==> src/rtl/fp_encode_pkg.sv <==
// fp_encode_pkg: default widths, format helpers and result type for fp_encode_pipe
package fp_encode_pkg;
  localparam int IN_W_D = 12;
  localparam int EXP_W_D = 3;
  localparam int SIG_W_D = 4;
  function automatic int max_exp(input int exp_w);
    return (1 << exp_w) - 1;
  endfunction
  typedef struct packed {
    logic               sign;
    logic [EXP_W_D-1:0] exp;
    logic [SIG_W_D-1:0] sig;
    logic               sat;
  } fp_res_t;
  localparam fp_res_t FP_SAT_D = '{sign: 1'b0, exp: '1, sig: '1, sat: 1'b1};
endpackage

==> src/rtl/fp_lead_one_enc.sv <==
// fp_lead_one_enc: combinational index of the most significant set bit, plus found flag
module fp_lead_one_enc #(
  parameter int W = 12,
  localparam int IW = $clog2(W)
) (
  input  logic [W-1:0]  i_vec,
  output logic [IW-1:0] o_idx,
  output logic          o_vld
);
  always_comb begin
    o_idx = '0;
    o_vld = 1'b0;
    for (int i = 0; i < W; i++)
      if (i_vec[i]) begin
        o_idx = IW'(i);
        o_vld = 1'b1;
      end
  end
endmodule

==> src/rtl/fp_encode_pipe.sv <==
// fp_encode_pipe: 3-stage linear-to-float encoder; define FP_ENCODE_RNE_EN for round-to-nearest-even
module fp_encode_pipe
  import fp_encode_pkg::*;
#(
  parameter int IN_W  = IN_W_D,
  parameter int EXP_W = EXP_W_D,
  parameter int SIG_W = SIG_W_D
) (
  input  logic             clk,
  input  logic             rst,
  input  logic             in_valid,
  output logic             in_ready,
  input  logic [IN_W-1:0]  in_data,
  output logic             out_valid,
  input  logic             out_ready,
  output logic             out_sign,
  output logic [EXP_W-1:0] out_exp,
  output logic [SIG_W-1:0] out_sig,
  output logic             out_sat
);
  localparam int MAX_EXP = max_exp(EXP_W);
  localparam int IW = $clog2(IN_W);
  logic             r_s1_valid, r_s1_sign;
  logic [IN_W-1:0]  r_s1_mag;
  logic             r_s2_valid, r_s2_sign, r_s2_sat, r_s2_grd;
  logic [EXP_W-1:0] r_s2_exp;
  logic [SIG_W-1:0] r_s2_sig;
  logic             w_s3_load, w_s2_load, w_s1_load;
  logic [IW-1:0]    w_p, w_rsh;
  logic             w_p_vld, w_den, w_sat_pre, w_grd, w_inc, w_sat;
  logic [SIG_W:0]   w_hi, w_sum;
  logic [EXP_W-1:0] w_exp;
  logic [SIG_W-1:0] w_sig;
  logic [EXP_W:0]   w_exp_r;
  assign w_s3_load = !out_valid || out_ready;
  assign w_s2_load = !r_s2_valid || w_s3_load;
  assign w_s1_load = !r_s1_valid || w_s2_load;
  assign in_ready  = w_s1_load;
  fp_lead_one_enc #(.W(IN_W)) u_lead (.i_vec(r_s1_mag), .o_idx(w_p), .o_vld(w_p_vld));
  // w_hi holds the significand with the guard bit in its LSB
  always_comb begin
    w_rsh     = w_p - IW'(SIG_W);
    w_hi      = (SIG_W+1)'(r_s1_mag >> w_rsh);
    w_den     = !w_p_vld || int'(w_p) < SIG_W;
    w_sat_pre = w_p_vld && int'(w_p) >= SIG_W + MAX_EXP;
    w_exp     = w_den ? '0 : EXP_W'(int'(w_p) - SIG_W + 1);
    w_sig     = w_den ? r_s1_mag[SIG_W-1:0] : w_hi[SIG_W:1];
    w_grd     = !w_den && w_hi[0];
  end
`ifdef FP_ENCODE_RNE_EN
  logic w_stk, r_s2_stk;
  assign w_stk = !w_den && |(r_s1_mag & ((IN_W'(1) << w_rsh) - IN_W'(1)));
  assign w_inc = r_s2_grd && (r_s2_stk || r_s2_sig[0]);
  always_ff @(posedge clk)
    if (w_s2_load) r_s2_stk <= w_stk;
`else
  assign w_inc = r_s2_grd;
`endif
  always_comb begin
    w_sum   = {1'b0, r_s2_sig} + (SIG_W+1)'(w_inc);
    w_exp_r = {1'b0, r_s2_exp} + (EXP_W+1)'(w_sum[SIG_W]);
    w_sat   = r_s2_sat || w_exp_r > (EXP_W+1)'(MAX_EXP);
  end
  always_ff @(posedge clk) begin
    if (rst) begin
      r_s1_valid <= 1'b0;
      r_s2_valid <= 1'b0;
      out_valid  <= 1'b0;
      out_sign   <= 1'b0;
      out_exp    <= '0;
      out_sig    <= '0;
      out_sat    <= 1'b0;
    end else begin
      if (w_s1_load) begin
        r_s1_valid <= in_valid;
        r_s1_sign  <= in_data[IN_W-1];
        r_s1_mag   <= in_data[IN_W-1] ? -in_data : in_data;
      end
      if (w_s2_load) begin
        r_s2_valid <= r_s1_valid;
        r_s2_sign  <= r_s1_sign;
        r_s2_sat   <= w_sat_pre;
        r_s2_exp   <= w_exp;
        r_s2_sig   <= w_sig;
        r_s2_grd   <= w_grd;
      end
      if (w_s3_load) out_valid <= r_s2_valid;
      if (w_s3_load && r_s2_valid) begin
        out_sign <= r_s2_sign;
        out_sat  <= w_sat;
        out_exp  <= w_sat ? EXP_W'(MAX_EXP) : w_exp_r[EXP_W-1:0];
        out_sig  <= w_sat ? '1 : w_sum[SIG_W] ? {1'b1, {(SIG_W-1){1'b0}}} : w_sum[SIG_W-1:0];
      end
    end
  end
endmodule

==> config.mk <==
export PLATFORM = sky130hd
export DESIGN_NAME = fp_encode_pipe
export DESIGN_NICKNAME = d
export VERILOG_FILES = /design/src/rtl/fp_encode_pkg.sv /design/src/rtl/fp_lead_one_enc.sv /design/src/rtl/fp_encode_pipe.sv
export SDC_FILE = /design/constraint.sdc
export NUM_CORES = 1
export LEC_CHECK = 0
export CORE_AREA = 2 2 82 84
export CTS_CLUSTER_SIZE = 25
export DETAILED_ROUTE_END_ITERATION = 7
export DIE_AREA = 0 0 84 86
export PLACE_DENSITY = 0.63
export SLEW_MARGIN = 20
export SYNTH_ARGS = -nofsm -noshare
export SYNTH_HDL_FRONTEND = slang
export SYNTH_HIERARCHICAL = 1
export SYNTH_SLANG_ARGS = --single-unit
==> constraint.sdc <==
create_clock -name clk -period 3.15 [get_ports clk]
set_input_delay 0.7875 -clock clk [delete_from_list [all_inputs] [get_ports clk]]
set_output_delay 0.7875 -clock clk [all_outputs]
set_load 0.01 [all_outputs]
==> results by stage <==
Timing:
- At the pin with the least slew margin, the transition time is 0.5167 ns.
- The maximum operating frequency is 358.7 MHz.
- The count of endpoints failing hold in the final timing report is 0.
- The worst pin sits at a relative slew slack of 65.50%.
- The clock period could shrink to 2.788 ns.
- The portion of the clock cycle consumed by the worst path in the final layout is 88.50%.
- The setup TNS after final layout is 0 ns.
- Setup repair after global routing left no endpoint under its margin.
- Setup violations remaining at the end of the flow were counted as 0.
- The worst path meets setup with 0.3622 ns of slack.
- The number of pins with negative max-slew slack in the final report is 0.
- The largest clock skew in the final design is 0.009791 ns.

Synthesis:
- The dominant combinational cell family by area after synthesis is simple AND/OR/NAND/NOR gates.
- The netlist uses 44 different library cells.
- Sequential cells were found to cover 43.69% of the synthesized design area.
- In this run the cell area of the synthesized design comes to 2131 um2.
- The number of nets in the synthesized netlist is 216.
- For this run, the number of Yosys warnings is 6.
- Synthesis produced about 190 cells.
- Among all flip-flop cells after synthesis, the most frequent one is sky130_fd_sc_hd__edfxtp_1.
- The synthesized design contains 23 enable-type register cells.
- The synthesized-area fraction occupied by xor and xnor cells is 4.932%.
- The largest total area in the synthesized netlist belongs to sky130_fd_sc_hd__edfxtp_1.
- The share of flip-flops with an asynchronous set or reset after synthesis is 0%.
- The commonest cells after synthesis are sky130_fd_sc_hd__edfxtp_1, sky130_fd_sc_hd__a21oi_1, sky130_fd_sc_hd__nor2_1.
- The fraction of the mapped netlist area in compound gates is 13.92%.
- Yosys instantiated no cell more often than sky130_fd_sc_hd__edfxtp_1.
- The mux contribution to synthesized area is between 10% and 20%.
- The fraction of the mapped netlist area in simple logic gates is 14.68%.
- The adder-cell share of the synthesized area is 5.285%.
- The area share of the leading cell type in the synthesized netlist is 32.41%.
- Ranked by total cell area, the synthesized netlist is headed by sky130_fd_sc_hd__edfxtp_1, sky130_fd_sc_hd__dfxtp_1, sky130_fd_sc_hd__mux4_1.
- The average cell area after synthesis is 11.16 um2.
- In this run, synthesis produced a sequential element count of 35.

Routing:
- The total wirelength of the detailed-routed design is 3818 um.
- Before antenna repair, the detailed router went through 4 iterations.
- The average wire length per cell after detail routing is 12.73 um.
- The via count normalized by instance count is 5.210.
- In the routed design, unresolved DRC markers number 0.
- The residual antenna-violating net count after detailed routing is 0.
- The via count of the routed design is about 1600.
- The detailed router finished its first iteration with 81 violations.

CTS:
- TritonCTS built the clock tree.
- The maximum level of the CTS H-tree is 2.
- After clock tree synthesis, the clock-pin slew on the worst setup and hold paths is roughly 0.07 ns.
- CTS saw 35 sinks.
- The buffers inserted during post-CTS setup optimization is 0.
- Counting along the longest clock path gives a buffer depth of 2.
- The number of gates resized after CTS is 0.
- The cell at the root of the clock tree is sky130_fd_sc_hd__clkbuf_8.
- The later pin in the worst-skew pair is clocked with a latency of 0.29 ns.
- In this run, CTS created clock tree buffers numbering 5.
- Hold repair after CTS inserted 0 buffers.

Setup path:
- On the worst path, the slowest cell contributes a delay of 0.52 ns.
- The sum of buffers and inverters on the critical path is 2.
- The arrival time of data at the critical path endpoint is 2.00 ns.
- The worst setup path is captured at an output pin.
- The worst setup path endpoint is in_ready.
- Along the worst path, the maximum fanout reaches 2.
- The worst reg2reg path startpoint is r_s1_mag[9]$_DFFE_PP_.
- The number of cells on the worst reg-to-reg path is 8.
- For the worst setup path, the data required time is roughly 2.4 ns.
- The logic depth of the worst setup path including buffers is 4.
- The slowest stage of the critical path is the sky130_fd_sc_hd__clkdlybuf4s50_1 cell.
- In this design, the largest share of critical-path delay is due to buffers and inverters.
- The slack of the worst reg-to-reg path is 0.54 ns.
- The signal on the critical path passes through clkdlybuf4s50_1, nor2b_1, nand3_1, clkdlybuf4s50_1.
- The worst setup path is launched from an input pin.
- The endpoint of the most critical register-to-register path is r_s2_sig[0]$_DFFE_PP_.
- The start point of the critical path is out_ready.
- The cell repeated most along the worst path is sky130_fd_sc_hd__clkdlybuf4s50_1.
- The critical path is of the in2out type.

Power and ir drop:
- Across the VDD grid, the largest voltage drop is 0.0002851 V.
- For this design the static power due to leakage is 0.9788 nW.
- Combinational logic burns between 10% and 20% of the power.
- Registers are responsible for 47.8% of the overall power.
- The analysis attributes to net switching a power of 300.8 uW.
- Of the total power, the share spent switching nets is 25.11%.
- Per report_power, the clock group accounts for approximately a third of the total.
- The areal power density over the cells is 463.2 nW/um2.
- Cell internal power was estimated by the tool at ~900 uW.

Run status:
- The flow ran to the end, and the final reports show no timing, DRC or antenna violations.

Die:
- The floorplan has 29 rows.
- 27 I/O pins were placed.
- The die extent in y is 86 um.
- The floorplan step defined a core boundary enclosing 6277 um2.
- The die is 84 um wide.
- The starting density of the core is 33.94%.
- The die area is 7224 um2.

Placement:
- OpenSTA, run right after detailed placement, puts the worst setup slack at 0.3595 ns.
- The detailed placement HPWL is 2906 um.
- The quantity of I/O buffers inserted on ports is 26.
- Routability-driven placement finished with a final weighted congestion of 0.8099.

Finish:
- Relative to the synthesized area, the layout overhead comes to 21.37%.
- The number of antenna diodes in the final layout is 0.
- In the final design database the tool counted 247 nets.
- Of the cells placed in the final design, the portion with a size suffix greater than 1 is ~9%.

Global route:
- Global routing finished with a remaining overflow of 0.
- The number of antenna violations at the first check in global routing is 0.
- The first global-routing pass estimated approximately 6400 um of wire.
- The via count of the first global-routing pass is 1419.
- In the global route stage, overall resource usage came out at 11.10%.
- The pin count of the biggest net entering global routing is 17.

Flow run:
- The number of max-cap violations is 0.

Worst hold path:
- The tightest min-delay check is of the reg2reg type.
==> layout make-up <==
type | count | area [um2]
multi-input cells | 138 | 1107
inverters | 11 | 41.29
flip-flops and latches | 35 | 930.9
clock buffers | 5 | 68.82
well taps | 77 | 96.34
fillers | 628 | 3691
repair buffers | 31 | 297.8
clock inverters | 3 | 43.79
==> placed cells by master (no fill, tap or decap), types with 3 or more instances in the layout <==
cell type,n
sky130_fd_sc_hd__inv_1,11
sky130_fd_sc_hd__edfxtp_1,23
sky130_fd_sc_hd__nor4_1,3
sky130_fd_sc_hd__xor2_1,5
sky130_fd_sc_hd__nor3_1,3
sky130_fd_sc_hd__nand3_1,8
sky130_fd_sc_hd__dfxtp_1,12
sky130_fd_sc_hd__xnor2_1,7
sky130_fd_sc_hd__nand2_1,10
sky130_fd_sc_hd__a22oi_1,4
sky130_fd_sc_hd__clkdlybuf4s50_1,26
sky130_fd_sc_hd__a21oi_1,18
sky130_fd_sc_hd__o21ai_0,3
sky130_fd_sc_hd__mux2i_1,4
sky130_fd_sc_hd__nand2b_1,7
sky130_fd_sc_hd__buf_4,5
sky130_fd_sc_hd__ha_1,9
sky130_fd_sc_hd__clkbuf_8,5
sky130_fd_sc_hd__mux4_1,7
sky130_fd_sc_hd__nor2b_1,4
sky130_fd_sc_hd__nor2_1,13
sky130_fd_sc_hd__a31oi_1,3
sky130_fd_sc_hd__a211oi_1,7
==> flip-flops by register name (all words and copies together) (netlist names) <==
register	flops
r_s1_valid	1
r_s2_sat	1
r_s1_sign	1
r_s1_mag	12
r_s2_grd	1
out_sig	4
out_sat	1
out_sign	1
r_s2_exp	3
r_s2_valid	1
out_valid	1
out_exp	3
r_s2_sig	4
r_s2_sign	1
==> power groups by stage <==
stage	clock [mW]	combinational, mW	sequential, mW
floorplan	0	0.166	0.574
global placement	0	0.225	0.581
detailed placement	0	0.228	0.583
CTS	0.407	0.229	0.573
global route	0.426	0.253	0.579
finish	0.399	0.226	0.573
==> worst register-to-register path, stage by stage (launching register included) <==
cell and delay [ns]:
sky130_fd_sc_hd__edfxtp_1 0.48, sky130_fd_sc_hd__nor2_1 0.23, sky130_fd_sc_hd__nand2_1 0.15, sky130_fd_sc_hd__nor2_1 0.37, sky130_fd_sc_hd__inv_1 0.16, sky130_fd_sc_hd__ha_1 0.39
sky130_fd_sc_hd__and4bb_2 0.31, sky130_fd_sc_hd__a22oi_1 0.19, sky130_fd_sc_hd__o31ai_2 0.10
==> worst min path at each step <==
stage / from / end / slack (ns) / depth (start not counted)
floorplan: r_s1_sign$_DFFE_PP_ / r_s2_sign$_DFFE_PP_ / 0.40 / 0
global placement: r_s1_sign$_DFFE_PP_ / r_s2_sign$_DFFE_PP_ / 0.41 / 0
detailed placement: r_s1_sign$_DFFE_PP_ / r_s2_sign$_DFFE_PP_ / 0.41 / 0
CTS: r_s1_sign$_DFFE_PP_ / r_s2_sign$_DFFE_PP_ / 0.43 / 0
global route: r_s1_sign$_DFFE_PP_ / r_s2_sign$_DFFE_PP_ / 0.43 / 0
finish: r_s1_sign$_DFFE_PP_ / r_s2_sign$_DFFE_PP_ / 0.42 / 0
==> routing by layer <==
layer / vias up / part of all wire [%] / routed length (um) / track usage (%)
met5: - / 0 / 0 / 0
met4: 0 / 1.7 / 65 / 4.985
met1: 733 / 45 / 1720 / 12.66
met3: 6 / 4.2 / 159 / 3.176
li1: 794 / - / - / -
met2: 30 / 49 / 1873 / 19.42
==> cell families after synthesis <==
kind of cell | after synthesis
AOI/OAI and AO/OA | 45
adders and majority gates | 9
xor gates and xnor gates | 12
muxes | 14
and+or+nand+nor | 58
buffers and inverters | 18
DFF | 35
==> metrics by stage <==
step	instance area, um2	hold slack (ns)	cells	utilization [%]	power [mW]
after floorplan	2131	0.4003	191	-	0.7404
after global placement	2474	0.4067	292	39.41	0.8060
after detailed placement	2474	0.4088	292	39.41	0.8109
after CTS	2586	0.4257	300	41.20	1.209
after global routing	2586	0.4281	300	41.20	1.258
final	2586	0.4243	300	41.20	1.198
Note: power is estimated with default switching activity, not from simulation.
